==> src/rtl/control_sequencer_pkg.sv <==
// rtl/control_sequencer_pkg.sv - opcode, ALU code, MDR source and step encodings for control_sequencer
package control_sequencer_pkg;

  localparam logic [4:0] OP_LD   = 5'b00000;
  localparam logic [4:0] OP_LDI  = 5'b00001;
  localparam logic [4:0] OP_ST   = 5'b00010;
  localparam logic [4:0] OP_ADD  = 5'b00011;
  localparam logic [4:0] OP_SUB  = 5'b00100;
  localparam logic [4:0] OP_AND  = 5'b00101;
  localparam logic [4:0] OP_OR   = 5'b00110;
  localparam logic [4:0] OP_SHR  = 5'b00111;
  localparam logic [4:0] OP_SHL  = 5'b01000;
  localparam logic [4:0] OP_ADDI = 5'b01100;
  localparam logic [4:0] OP_ANDI = 5'b01101;
  localparam logic [4:0] OP_ORI  = 5'b01110;
  localparam logic [4:0] OP_MUL  = 5'b01111;
  localparam logic [4:0] OP_DIV  = 5'b10000;
  localparam logic [4:0] OP_BR   = 5'b10010;
  localparam logic [4:0] OP_JR   = 5'b10100;
  localparam logic [4:0] OP_IN   = 5'b10110;
  localparam logic [4:0] OP_OUT  = 5'b10111;
  localparam logic [4:0] OP_MFHI = 5'b11000;
  localparam logic [4:0] OP_MFLO = 5'b11001;
  localparam logic [4:0] OP_NOP  = 5'b11010;
  localparam logic [4:0] OP_HALT = 5'b11011;

  localparam logic [3:0] ALU_ADD = 4'b0011;
  localparam logic [3:0] ALU_SUB = 4'b0100;
  localparam logic [3:0] ALU_AND = 4'b0101;
  localparam logic [3:0] ALU_OR  = 4'b0110;
  localparam logic [3:0] ALU_SHR = 4'b0111;
  localparam logic [3:0] ALU_SHL = 4'b1000;
  localparam logic [3:0] ALU_MUL = 4'b1110;
  localparam logic [3:0] ALU_DIV = 4'b1111;

  localparam logic [1:0] MDR_BUS = 2'b00;
  localparam logic [1:0] MDR_MEM = 2'b01;

  typedef enum logic [2:0] {T0, T1, T2, T3, T4, T5, T6, T7} step_t;

  function automatic logic [3:0] alu_code(input logic [4:0] op);
    case (op)
      OP_SUB:          return ALU_SUB;
      OP_AND, OP_ANDI: return ALU_AND;
      OP_OR, OP_ORI:   return ALU_OR;
      OP_SHR:          return ALU_SHR;
      OP_SHL:          return ALU_SHL;
      OP_MUL:          return ALU_MUL;
      OP_DIV:          return ALU_DIV;
      default:         return ALU_ADD;
    endcase
  endfunction

  function automatic logic is_alu_imm(input logic [4:0] op);
    return (op == OP_ADDI) || (op == OP_ANDI) || (op == OP_ORI);
  endfunction

endpackage

==> src/rtl/control_sequencer_if.sv <==
// rtl/control_sequencer_if.sv - sequencer-to-datapath strobe and status bundle
interface control_sequencer_if;

  logic [31:0] IR;
  logic        Branch;
  logic        stop;
  logic        run;

  logic PCout, Zlowout, Zhighout, MDRout, HIout, LOout, InPortout, Cout;
  logic PCin, IRin, Yin, MARin, MDRin, HIin, LOin, OutPortin, Zin, Zlowin, Zhighin;
  logic Rin, Rout, BAout, GRA, GRB, GRC;
  logic read, write, IncPc;
  logic [1:0] mdr_read;
  logic [3:0] control;

  modport master (
    input  IR, Branch, stop,
    output run,
    output PCout, Zlowout, Zhighout, MDRout, HIout, LOout, InPortout, Cout,
    output PCin, IRin, Yin, MARin, MDRin, HIin, LOin, OutPortin, Zin, Zlowin, Zhighin,
    output Rin, Rout, BAout, GRA, GRB, GRC,
    output read, write, IncPc, mdr_read, control
  );

  modport slave (
    output IR, Branch, stop,
    input  run,
    input  PCout, Zlowout, Zhighout, MDRout, HIout, LOout, InPortout, Cout,
    input  PCin, IRin, Yin, MARin, MDRin, HIin, LOin, OutPortin, Zin, Zlowin, Zhighin,
    input  Rin, Rout, BAout, GRA, GRB, GRC,
    input  read, write, IncPc, mdr_read, control
  );

endinterface

==> src/rtl/control_sequencer_step_counter.sv <==
// rtl/control_sequencer_step_counter.sv - T0..T7 step counter with synchronous clear and halt hold
module control_sequencer_step_counter
  import control_sequencer_pkg::*;
(
  input  logic  clk,
  input  logic  reset,
  input  logic  clear,
  input  logic  hold,
  output step_t step
);

  // hold outranks clear so a halt raised on an instruction's last step freezes in place
  always_ff @(posedge clk) begin
    if (!reset) begin
      step <= T0;
    end else if (hold) begin
      step <= step;
    end else if (clear) begin
      step <= T0;
    end else begin
      step <= step_t'(step + 3'd1);
    end
  end

endmodule

==> src/rtl/control_sequencer.sv <==
// rtl/control_sequencer.sv - hardwired fetch/execute strobe decoder for the shared-bus datapath
// MULDIV_EN enables the mul/div sequences; otherwise those opcodes decode as nop.
module control_sequencer
  import control_sequencer_pkg::*;
(
  input  logic                clk,
  input  logic                reset,
  control_sequencer_if.master bus
);

  step_t      step;
  logic       halted;
  logic       branch_taken;
  logic       last;
  logic       halt_req;
  logic       latch_branch;
  logic       hold;
  logic [4:0] op;
  logic       unused_ir;

  assign op        = bus.IR[31:27];
  assign unused_ir = ^bus.IR[26:0];
  assign hold      = halted | halt_req;

  control_sequencer_step_counter step_counter (
    .clk   (clk),
    .reset (reset),
    .clear (last),
    .hold  (hold),
    .step  (step)
  );

  always_ff @(posedge clk) begin
    if (!reset) begin
      halted       <= 1'b0;
      branch_taken <= 1'b0;
    end else begin
      if (halt_req) halted <= 1'b1;
      if (latch_branch) branch_taken <= bus.Branch;
    end
  end

  // Everything stays at zero unless out of reset and not halted, which also makes an
  // aborted instruction drop its strobes in the very cycle reset goes low.
  always_comb begin
    bus.run       = 1'b0;
    bus.PCout     = 1'b0;
    bus.Zlowout   = 1'b0;
    bus.MDRout    = 1'b0;
    bus.HIout     = 1'b0;
    bus.LOout     = 1'b0;
    bus.InPortout = 1'b0;
    bus.Cout      = 1'b0;
    bus.PCin      = 1'b0;
    bus.IRin      = 1'b0;
    bus.Yin       = 1'b0;
    bus.MARin     = 1'b0;
    bus.MDRin     = 1'b0;
    bus.OutPortin = 1'b0;
    bus.Zlowin    = 1'b0;
    bus.Rin       = 1'b0;
    bus.Rout      = 1'b0;
    bus.BAout     = 1'b0;
    bus.GRA       = 1'b0;
    bus.GRB       = 1'b0;
    bus.GRC       = 1'b0;
    bus.read      = 1'b0;
    bus.write     = 1'b0;
    bus.IncPc     = 1'b0;
    bus.mdr_read  = MDR_BUS;
    bus.control   = 4'b0000;
`ifdef MULDIV_EN
    bus.Zhighout  = 1'b0;
    bus.HIin      = 1'b0;
    bus.LOin      = 1'b0;
    bus.Zhighin   = 1'b0;
`endif
    last          = 1'b0;
    halt_req      = 1'b0;
    latch_branch  = 1'b0;

    if (reset && !halted) begin
      bus.run = 1'b1;
      case (step)
        T0: begin
          if (bus.stop) begin
            bus.run  = 1'b0;
            halt_req = 1'b1;
          end else begin
            bus.PCout  = 1'b1;
            bus.MARin  = 1'b1;
            bus.IncPc  = 1'b1;
            bus.Zlowin = 1'b1;
          end
        end
        T1: begin
          bus.Zlowout  = 1'b1;
          bus.PCin     = 1'b1;
          bus.read     = 1'b1;
          bus.mdr_read = MDR_MEM;
          bus.MDRin    = 1'b1;
        end
        T2: begin
          bus.MDRout = 1'b1;
          bus.IRin   = 1'b1;
        end
        default: begin
          case (op)
            OP_ADD, OP_SUB, OP_AND, OP_OR, OP_SHR, OP_SHL, OP_ADDI, OP_ANDI, OP_ORI: begin
              case (step)
                T3: begin
                  bus.GRB  = 1'b1;
                  bus.Rout = 1'b1;
                  bus.Yin  = 1'b1;
                end
                T4: begin
                  if (is_alu_imm(op)) begin
                    bus.Cout = 1'b1;
                  end else begin
                    bus.GRC  = 1'b1;
                    bus.Rout = 1'b1;
                  end
                  bus.control = alu_code(op);
                  bus.Zlowin  = 1'b1;
                end
                T5: begin
                  bus.Zlowout = 1'b1;
                  bus.GRA     = 1'b1;
                  bus.Rin     = 1'b1;
                  last        = 1'b1;
                end
                default: last = 1'b1;
              endcase
            end
            OP_LD, OP_LDI, OP_ST: begin
              case (step)
                T3: begin
                  bus.GRB   = 1'b1;
                  bus.BAout = 1'b1;
                  bus.Yin   = 1'b1;
                end
                T4: begin
                  bus.Cout    = 1'b1;
                  bus.control = ALU_ADD;
                  bus.Zlowin  = 1'b1;
                end
                T5: begin
                  bus.Zlowout = 1'b1;
                  if (op == OP_LDI) begin
                    bus.GRA = 1'b1;
                    bus.Rin = 1'b1;
                    last    = 1'b1;
                  end else begin
                    bus.MARin = 1'b1;
                  end
                end
                T6: begin
                  bus.MDRin = 1'b1;
                  if (op == OP_ST) begin
                    bus.GRA  = 1'b1;
                    bus.Rout = 1'b1;
                  end else begin
                    bus.read     = 1'b1;
                    bus.mdr_read = MDR_MEM;
                  end
                end
                T7: begin
                  if (op == OP_ST) begin
                    bus.write = 1'b1;
                  end else begin
                    bus.MDRout = 1'b1;
                    bus.GRA    = 1'b1;
                    bus.Rin    = 1'b1;
                  end
                  last = 1'b1;
                end
                default: last = 1'b1;
              endcase
            end
            OP_BR: begin
              case (step)
                T3: begin
                  bus.GRA      = 1'b1;
                  bus.Rout     = 1'b1;
                  latch_branch = 1'b1;
                end
                T4: begin
                  bus.PCout = 1'b1;
                  bus.Yin   = 1'b1;
                end
                T5: begin
                  bus.Cout    = 1'b1;
                  bus.control = ALU_ADD;
                  bus.Zlowin  = 1'b1;
                end
                T6: begin
                  bus.Zlowout = 1'b1;
                  bus.PCin    = branch_taken;
                  last        = 1'b1;
                end
                default: last = 1'b1;
              endcase
            end
`ifdef MULDIV_EN
            OP_MUL, OP_DIV: begin
              case (step)
                T3: begin
                  bus.GRA  = 1'b1;
                  bus.Rout = 1'b1;
                  bus.Yin  = 1'b1;
                end
                T4: begin
                  bus.GRB     = 1'b1;
                  bus.Rout    = 1'b1;
                  bus.control = alu_code(op);
                  bus.Zlowin  = 1'b1;
                  bus.Zhighin = 1'b1;
                end
                T5: begin
                  bus.Zlowout = 1'b1;
                  bus.LOin    = 1'b1;
                end
                T6: begin
                  bus.Zhighout = 1'b1;
                  bus.HIin     = 1'b1;
                  last         = 1'b1;
                end
                default: last = 1'b1;
              endcase
            end
`endif
            // One-step instructions only ever reach T3, so no inner step decode is needed
            OP_JR: begin
              bus.GRA  = 1'b1;
              bus.Rout = 1'b1;
              bus.PCin = 1'b1;
              last     = 1'b1;
            end
            OP_MFHI: begin
              bus.HIout = 1'b1;
              bus.GRA   = 1'b1;
              bus.Rin   = 1'b1;
              last      = 1'b1;
            end
            OP_MFLO: begin
              bus.LOout = 1'b1;
              bus.GRA   = 1'b1;
              bus.Rin   = 1'b1;
              last      = 1'b1;
            end
            OP_IN: begin
              bus.InPortout = 1'b1;
              bus.GRA       = 1'b1;
              bus.Rin       = 1'b1;
              last          = 1'b1;
            end
            OP_OUT: begin
              bus.GRA       = 1'b1;
              bus.Rout      = 1'b1;
              bus.OutPortin = 1'b1;
              last          = 1'b1;
            end
            OP_HALT: halt_req = 1'b1;
            OP_NOP:  last = 1'b1;
            default: last = 1'b1;
          endcase
        end
      endcase
    end
  end

  assign bus.Zin = bus.Zlowin;

`ifndef MULDIV_EN
  assign bus.Zhighout = 1'b0;
  assign bus.HIin     = 1'b0;
  assign bus.LOin     = 1'b0;
  assign bus.Zhighin  = 1'b0;
`endif

endmodule
==> src/flat_wrapper.sv <==
// flat-port wrapper written by rule: the top's interface ports become plain ports
module control_sequencer_flat import control_sequencer_pkg::*;
  (clk, reset, bus_IR, bus_Branch, bus_stop, bus_run, bus_PCout, bus_Zlowout, bus_Zhighout, bus_MDRout, bus_HIout, bus_LOout, bus_InPortout, bus_Cout, bus_PCin, bus_IRin, bus_Yin, bus_MARin, bus_MDRin, bus_HIin, bus_LOin, bus_OutPortin, bus_Zin, bus_Zlowin, bus_Zhighin, bus_Rin, bus_Rout, bus_BAout, bus_GRA, bus_GRB, bus_GRC, bus_read, bus_write, bus_IncPc, bus_mdr_read, bus_control);
  control_sequencer_if bus_i ();
  input  logic clk;
  input  logic reset;
  input wire logic [$bits(bus_i.IR)-1:0] bus_IR;
  input wire logic [$bits(bus_i.Branch)-1:0] bus_Branch;
  input wire logic [$bits(bus_i.stop)-1:0] bus_stop;
  output wire logic [$bits(bus_i.run)-1:0] bus_run;
  output wire logic [$bits(bus_i.PCout)-1:0] bus_PCout;
  output wire logic [$bits(bus_i.Zlowout)-1:0] bus_Zlowout;
  output wire logic [$bits(bus_i.Zhighout)-1:0] bus_Zhighout;
  output wire logic [$bits(bus_i.MDRout)-1:0] bus_MDRout;
  output wire logic [$bits(bus_i.HIout)-1:0] bus_HIout;
  output wire logic [$bits(bus_i.LOout)-1:0] bus_LOout;
  output wire logic [$bits(bus_i.InPortout)-1:0] bus_InPortout;
  output wire logic [$bits(bus_i.Cout)-1:0] bus_Cout;
  output wire logic [$bits(bus_i.PCin)-1:0] bus_PCin;
  output wire logic [$bits(bus_i.IRin)-1:0] bus_IRin;
  output wire logic [$bits(bus_i.Yin)-1:0] bus_Yin;
  output wire logic [$bits(bus_i.MARin)-1:0] bus_MARin;
  output wire logic [$bits(bus_i.MDRin)-1:0] bus_MDRin;
  output wire logic [$bits(bus_i.HIin)-1:0] bus_HIin;
  output wire logic [$bits(bus_i.LOin)-1:0] bus_LOin;
  output wire logic [$bits(bus_i.OutPortin)-1:0] bus_OutPortin;
  output wire logic [$bits(bus_i.Zin)-1:0] bus_Zin;
  output wire logic [$bits(bus_i.Zlowin)-1:0] bus_Zlowin;
  output wire logic [$bits(bus_i.Zhighin)-1:0] bus_Zhighin;
  output wire logic [$bits(bus_i.Rin)-1:0] bus_Rin;
  output wire logic [$bits(bus_i.Rout)-1:0] bus_Rout;
  output wire logic [$bits(bus_i.BAout)-1:0] bus_BAout;
  output wire logic [$bits(bus_i.GRA)-1:0] bus_GRA;
  output wire logic [$bits(bus_i.GRB)-1:0] bus_GRB;
  output wire logic [$bits(bus_i.GRC)-1:0] bus_GRC;
  output wire logic [$bits(bus_i.read)-1:0] bus_read;
  output wire logic [$bits(bus_i.write)-1:0] bus_write;
  output wire logic [$bits(bus_i.IncPc)-1:0] bus_IncPc;
  output wire logic [$bits(bus_i.mdr_read)-1:0] bus_mdr_read;
  output wire logic [$bits(bus_i.control)-1:0] bus_control;
  assign bus_i.IR = bus_IR;
  assign bus_i.Branch = bus_Branch;
  assign bus_i.stop = bus_stop;
  assign bus_run = bus_i.run;
  assign bus_PCout = bus_i.PCout;
  assign bus_Zlowout = bus_i.Zlowout;
  assign bus_Zhighout = bus_i.Zhighout;
  assign bus_MDRout = bus_i.MDRout;
  assign bus_HIout = bus_i.HIout;
  assign bus_LOout = bus_i.LOout;
  assign bus_InPortout = bus_i.InPortout;
  assign bus_Cout = bus_i.Cout;
  assign bus_PCin = bus_i.PCin;
  assign bus_IRin = bus_i.IRin;
  assign bus_Yin = bus_i.Yin;
  assign bus_MARin = bus_i.MARin;
  assign bus_MDRin = bus_i.MDRin;
  assign bus_HIin = bus_i.HIin;
  assign bus_LOin = bus_i.LOin;
  assign bus_OutPortin = bus_i.OutPortin;
  assign bus_Zin = bus_i.Zin;
  assign bus_Zlowin = bus_i.Zlowin;
  assign bus_Zhighin = bus_i.Zhighin;
  assign bus_Rin = bus_i.Rin;
  assign bus_Rout = bus_i.Rout;
  assign bus_BAout = bus_i.BAout;
  assign bus_GRA = bus_i.GRA;
  assign bus_GRB = bus_i.GRB;
  assign bus_GRC = bus_i.GRC;
  assign bus_read = bus_i.read;
  assign bus_write = bus_i.write;
  assign bus_IncPc = bus_i.IncPc;
  assign bus_mdr_read = bus_i.mdr_read;
  assign bus_control = bus_i.control;
  control_sequencer u_core (.clk(clk), .reset(reset), .bus(bus_i));
endmodule
==> config.mk <==
export PLATFORM = sky130hd
export DESIGN_NAME = control_sequencer_flat
export DESIGN_NICKNAME = d
export VERILOG_FILES = /design/src/rtl/control_sequencer_pkg.sv /design/src/rtl/control_sequencer_if.sv /design/src/rtl/control_sequencer_step_counter.sv /design/src/rtl/control_sequencer.sv /design/src/flat_wrapper.sv
export SDC_FILE = /design/constraint.sdc
export NUM_CORES = 1
export LEC_CHECK = 0
export ABC_AREA = 1
export BUFFER_PORTS_ARGS = -buffer_cell sky130_fd_sc_hd__clkbuf_2
export CORE_ASPECT_RATIO = 1.5
export CORE_MARGIN = 5
export CORE_UTILIZATION = 42
export DETAILED_ROUTE_END_ITERATION = 8
export PLACE_DENSITY = 0.8
export REMOVE_ABC_BUFFERS = 1
export SETUP_SLACK_MARGIN = 0.05
export SYNTH_ARGS = -nofsm -noshare
export SYNTH_HDL_FRONTEND = slang
export SYNTH_SLANG_ARGS = --single-unit
==> constraint.sdc <==
create_clock -name clk -period 1.9 [get_ports clk]
set_input_delay 0.19 -clock clk [delete_from_list [all_inputs] [get_ports clk]]
set_output_delay 0.19 -clock clk [all_outputs]
set_load 0.05 [all_outputs]
Word-level counts from Yosys, hierarchy flattened
Memories as Yosys holds them, arrays and structs flattened. Cells that the tools add are included.

Equal/unequal tests: 25. Reductions and logical operators: 19. Bitwise operators: 1. $add $sub $neg: 1. Multiplexer cells: 116.

Operator list (count): 2-to-1 mux 1 bit (83); equality test 5 bit (second input constant) (7); case mux 1 bit (2 select lines) (16); equality test 5 x 3 -> 1 bit (second input constant) (4); equality test 5 x 4 -> 1 bit (second input constant) (4); OR reduction 3 bit (5); equality test 3 bit (second input constant) (4); 2-to-1 mux 4 bit (3); case mux 1 bit (4 select lines) (3); case mux 4 bit (3 select lines) (1); OR reduction 12 bit (1); equality test 5 x 2 -> 1 bit (second input constant) (2); 2-to-1 mux 2 bit (5); OR reduction 2 bit (5); case mux 1 bit (3 select lines) (3); OR reduction 9 bit (1); equality test 3 x 2 -> 1 bit (second input constant) (2); equality test 5 x 1 -> 1 bit (second input constant) (1); logical NOT 5 bit (1); OR reduction 5 bit (1); case mux 2 bit (2 select lines) (1); adder 3 x 1 -> 3 bit (second input constant) (1); equality test 3 x 1 -> 1 bit (second input constant) (1); logical NOT 3 bit (1); other kinds (5) (6).

Memories kept: 1. Bits in read-only memories: 128. Logic and storage cells: 166. Output and inout bits: 35. Bits of input ports: 36. Bits in registers: 5.

Memories: (name not given) (depth 32, bits a word 4, read ports 1, clocked after Yosys merged registers in 0, wr ports 0, RTL line control_sequencer_pkg.sv:42) `case (op)`.

Depth between registers and ports, before layout
Word-level depth: 8. Mapped depth: 13. Gate-level depth less buffers: 13.

Cells and area by module
From an unflattened synthesis, not the netlist that was laid out.

Cell total of the unflattened synthesis: 202. Area total of the unflattened synthesis: 1028.5 sq um.

By module, submodules not included: control_sequencer (area each 885.8 sq um, seq. area each 40.0 sq um, times used 1, cells each 184); control_sequencer_step_counter (area each 142.6 sq um, seq. area each 60.1 sq um, times used 1, cells each 18).

Least setup slack after synthesis
Ideal clock, no wire load.

Kind: register to output. Start: register u_core.step_counter.step[0]. End: output bus_GRC. Buffers on the path: 1. Cell stages (with the launch flop): 7. Arrival time: 2.596 ns. Path slack: -0.886 ns. Required time: 1.710 ns. Cells stage by stage: dfxtp_1 > inv_1 > ha_1 > o21ai_0 > nand2_1 > clkbuf_1 > nor4_1.

Word-level cells in the longest chain between the ends: 5. Elaborated cells on any way between the ends: 9. Those cells by class: eq/ne (3); mux (4); reduce/logical (2).

RTL lines: start: declaration (RTL line control_sequencer_step_counter.sv:9) `output step_t step`; start signal: assignment (RTL line control_sequencer_step_counter.sv:17) `step <= step;`; start signal: assignment (RTL line control_sequencer_step_counter.sv:21) `step <= step_t'(step + 3'd1);`; equality test 3 bit (RTL line control_sequencer.sv:110) `case (step)`; 2-to-1 mux 1 bit (RTL line control_sequencer.sv:110); 2-to-1 mux 1 bit (RTL line control_sequencer.sv:108) `case (op)`; 2-to-1 mux 1 bit (*) (RTL line control_sequencer.sv:84) `case (step)`; 2-to-1 mux 1 bit (*) (RTL line control_sequencer.sv:82) `if (reset && !halted) begin`; end: declaration (RTL line flat_wrapper.sv:35) `output wire logic [$bits(bus_i.GRC)-1:0] bus_GRC;`.

Mark *: on every way between the ends. The rest lies on a longest branch, timed or not.

Final worst setup path
Start: register u_core.step_counter.step[0]. End: output bus_Zlowout.

Word-level cells in the longest chain between the ends: 5. Elaborated cells on any way between the ends: 11. Those cells by class: eq/ne (4); mux (5); reduce/logical (2).

RTL lines: equality test 3 bit (on tied branches) (RTL line control_sequencer.sv:181, control_sequencer.sv:110, control_sequencer.sv:136); 2-to-1 mux 1 bit (on tied branches) (RTL line control_sequencer.sv:181, control_sequencer.sv:110, control_sequencer.sv:136); case mux 1 bit (2 select lines) (RTL line control_sequencer.sv:108); case mux 1 bit (2 select lines) (*) (RTL line control_sequencer.sv:84); 2-to-1 mux 1 bit (*) (RTL line control_sequencer.sv:82); end: declaration (RTL line flat_wrapper.sv:12) `output wire logic [$bits(bus_i.Zlowout)-1:0] bus_Zlowout;`.

Marked as above.

==> results.md <==
- Final period util: 104%
- HPWL Detailed: 2830 um
- Synth top area share: 14.9%
- H-tree Lvls: 1
- Vias in the first global route: 1549
- Max incr delay on CP: 0.35 ns
- GRT Util Overall: 22.9%
- Final Skew: 0.000780 ns
- Most Frequent Cell on Critical Path: nand2_4
- Ys flop type: dfxtp_1
- Die ar.: 0.00371 mm^2
- Cell taking the most area after synthesis: nand2_1
- Pleak: 0.947 nW
- Synth warn: 0
- Die height: 72.2 um
- Period minus WS final: 1.98 ns
- RSZ-0062 raised after global routing: true
- Worst setup EP type: output port
- Pins Over Slew Limit: 0
- First-pass GRT wire length: 6620 um
- Status: finished with violations
- IO buf count: 38
- Num rows: 22
- Setup Crit Path Kind: reg -> out
- Top Family by Delay on Critical Path: simple AND/OR/NAND/NOR gates
- Final wirelength: 4770 um
- PwrDens: 956 mW/mm^2
- # setup viols final: 10
- DR iter-0 viols: 58
- Ys async rst share: 0%
- Share of post-route cells with drive strength above 1: 54.7%
- Syn_area_per_cell: 5.41 um^2
- Count of state elements after synthesis: 5
- Initial antenna violation count: 0
- Post-route ant nets: 0
- WL per Instance: 16.9 um
- NumNets Final: 301
- TritonCTS clock tree: yes
- Post-Place Cells: 273
- CTS max path bufs: 2
- Cell area after synthesis: 0.00108 mm^2
- Setup WS post-layout: -0.0814 ns
- Starting Density: 44.2%
- Grt total ovfl: 0
- Core area: 0.00245 mm^2
- Worst-path cell chain: buf_6 > ha_4 > nand2_4 > nand2_4 > nor2_4 > inv_4 > a21oi_4 > nor3b_2 > nor2_1 > clkbuf_8
- TritonCTS Buffers: 3
- Worst path slowest cell: dfxtp_4
- Max rail drop VDD: 0.000834 V
- Root Buffer: clkbuf_4
- Post-synth top cells: nand2_1 (43), nor2_1 (29), inv_1 (25), a21oi_1 (14), nand3_1 (11)
- WP buf/inv: 3
- Startpoint types: flip-flop
- Max_cap viols: 0
- Via density: 5.83
- Largest net degree at the start of global routing: 10
- Max Fclk: 505 MHz
- DRC violations left: 0
- EDFF count, synth: 0
- Most frequent cell after synthesis: nand2_1
- Register area share after synthesis: 9.25%
- CTS Hold Bufs: 0
- CP Data Required Time: 1.71 ns
- I/O pins: 71
- Distinct cells, synth: 31
- Via count: 1643
- Failing checks: setup timing
- Worst Path Arrival: 1.79 ns
- Layout area overhead: 86.9%
- Largest cells by area after synthesis: nand2_1 (15%), nor2_1 (10%), dfxtp_1 (9.2%), inv_1 (8.7%), ha_1 (6.9%)
- Antenna Cells: 0
- Gpl congestion: 0.924
- Die X: 51.4 um
- CTS clk-pin slew, worst paths: 0.04 ns
- Final Hold Viols: 0
- Non-Filler Instances: 282
- CTS sink cnt: 5
- Cells after Synth: 200
- Pre-antenna DRT Iters: 5
- Hold WC Path Type: in -> reg
- Fillers: 141
- CP Max Fanout: 5
- Dpl ws: -0.153 ns
- Worst-Skew Late Latency: 0.24 ns
==> flip-flops by register name (all words and copies together) (netlist names) <==
signal                    count
u_core.branch_taken           1
u_core.halted                 1
u_core.step_counter.step      3
==> per-stage QoR <==
step                TNS, ns  cell area, um^2  total power [W]  hold slack, ns  utilization (%)
finish               -0.450             2020          0.00193           0.247             82.6
global route          -1.63             2020          0.00204           0.255             82.6
CTS                  -0.209             1830          0.00170           0.218             74.8
detailed placement    -1.00             1420          0.00119           0.454             57.8
global placement     -0.437             1420          0.00117           0.449             57.8
floorplan             -9.17             1020         0.000843           0.321                -
==> worst register-to-register path, cell delays in order (launching register included) <==
cell and delay, ns:
dfxtp_4 0.36, buf_4 0.15, ha_4 0.17, ha_4 0.16, buf_4 0.14, a21oi_1 0.18
nand2_1 0.08, nand2_1 0.07, a21oi_1 0.06, nand3_1 0.08, nand2_1 0.10, nand3_1 0.09
nand2_1 0.06
==> path summary, 6_finish.rpt <==
check | slack, ns | cells after the start | end | start
max | -0.08 | 10 | bus_Zlowout | u_core.step_counter.step[0]$_SDFFE_PN0N_
min reg2reg | 0.56 | 2 | u_core.branch_taken$_SDFFE_PN0P_ | u_core.branch_taken$_SDFFE_PN0P_
min | 0.25 | 3 | u_core.step_counter.step[2]$_SDFFE_PN0N_ | reset
max reg2reg | 0.09 | 12 | u_core.step_counter.step[1]$_SDFFE_PN0N_ | u_core.step_counter.step[1]$_SDFFE_PN0N_
==> cell families after synthesis <==
family	count (synthesis)	synth area share [%]
other	1	0.346
flip-flops	5	9.25
buffers and inverters	42	18.3
AO/OA/AOI/OAI	36	19.3
adder cells (fa/ha/maj)	6	6.94
AND/OR/NAND/NOR	110	45.9
==> cells in the final DEF, fill, tap and decap left out, types with 5 or more instances in the layout <==
| master | Yosys | final |
|---|---|---|
| buf_6 | 1 | 7 |
| nand2_4 | 0 | 9 |
| inv_1 | 25 | 16 |
| o21ai_0 | 10 | 6 |
| a21oi_1 | 14 | 6 |
| nor2_2 | 5 | 5 |
| nand2_1 | 43 | 32 |
| inv_2 | 6 | 11 |
| nand2_2 | 7 | 9 |
| nand3_1 | 11 | 11 |
| buf_8 | 0 | 11 |
| a21oi_2 | 0 | 5 |
| conb_1 | 1 | 5 |
| nor2_1 | 29 | 24 |
| clkbuf_8 | 0 | 5 |
| nor3_2 | 0 | 5 |
| ha_4 | 0 | 5 |
| inv_4 | 1 | 5 |
| nor2_4 | 2 | 7 |
| buf_4 | 8 | 24 |
| clkbuf_2 | 0 | 10 |
==> where the power goes <==
part           total, W  internal [W]  switching (W)  leakage, nW
combinational   0.00165      0.000653       0.000996        0.890
clock          0.000122     0.0000793      0.0000424       0.0150
sequential     0.000163      0.000132      0.0000315       0.0430
==> what timing repair did <==
action,4_1_cts,5_1_grt
pin swaps,15,11
setup endpoints to repair,29,31
resized for setup,98,63
buffers inserted,4,1
==> routing by layer <==
metal | wire [um] | track usage (%) | vias to the layer above
li1 | - | - | 756
met2 | 2560 | 42.5 | 99
met5 | 0 | 0 | -
met4 | 265 | 14.3 | 0
met3 | 333 | 3.08 | 29
met1 | 1620 | 23.4 | 759
==> area by class of cell <==
class	instances	area, um^2	share of cell area, %
Multi-Input combinational cell	157	1120	55.3
Timing Repair Buffer	60	603	29.8
Inverter	32	133	6.56
Sequential cell	5	111	5.50
Tap cell	24	30.0	1.48
Clock buffer	4	26.3	1.30
Power figures use the tool's default switching activity.
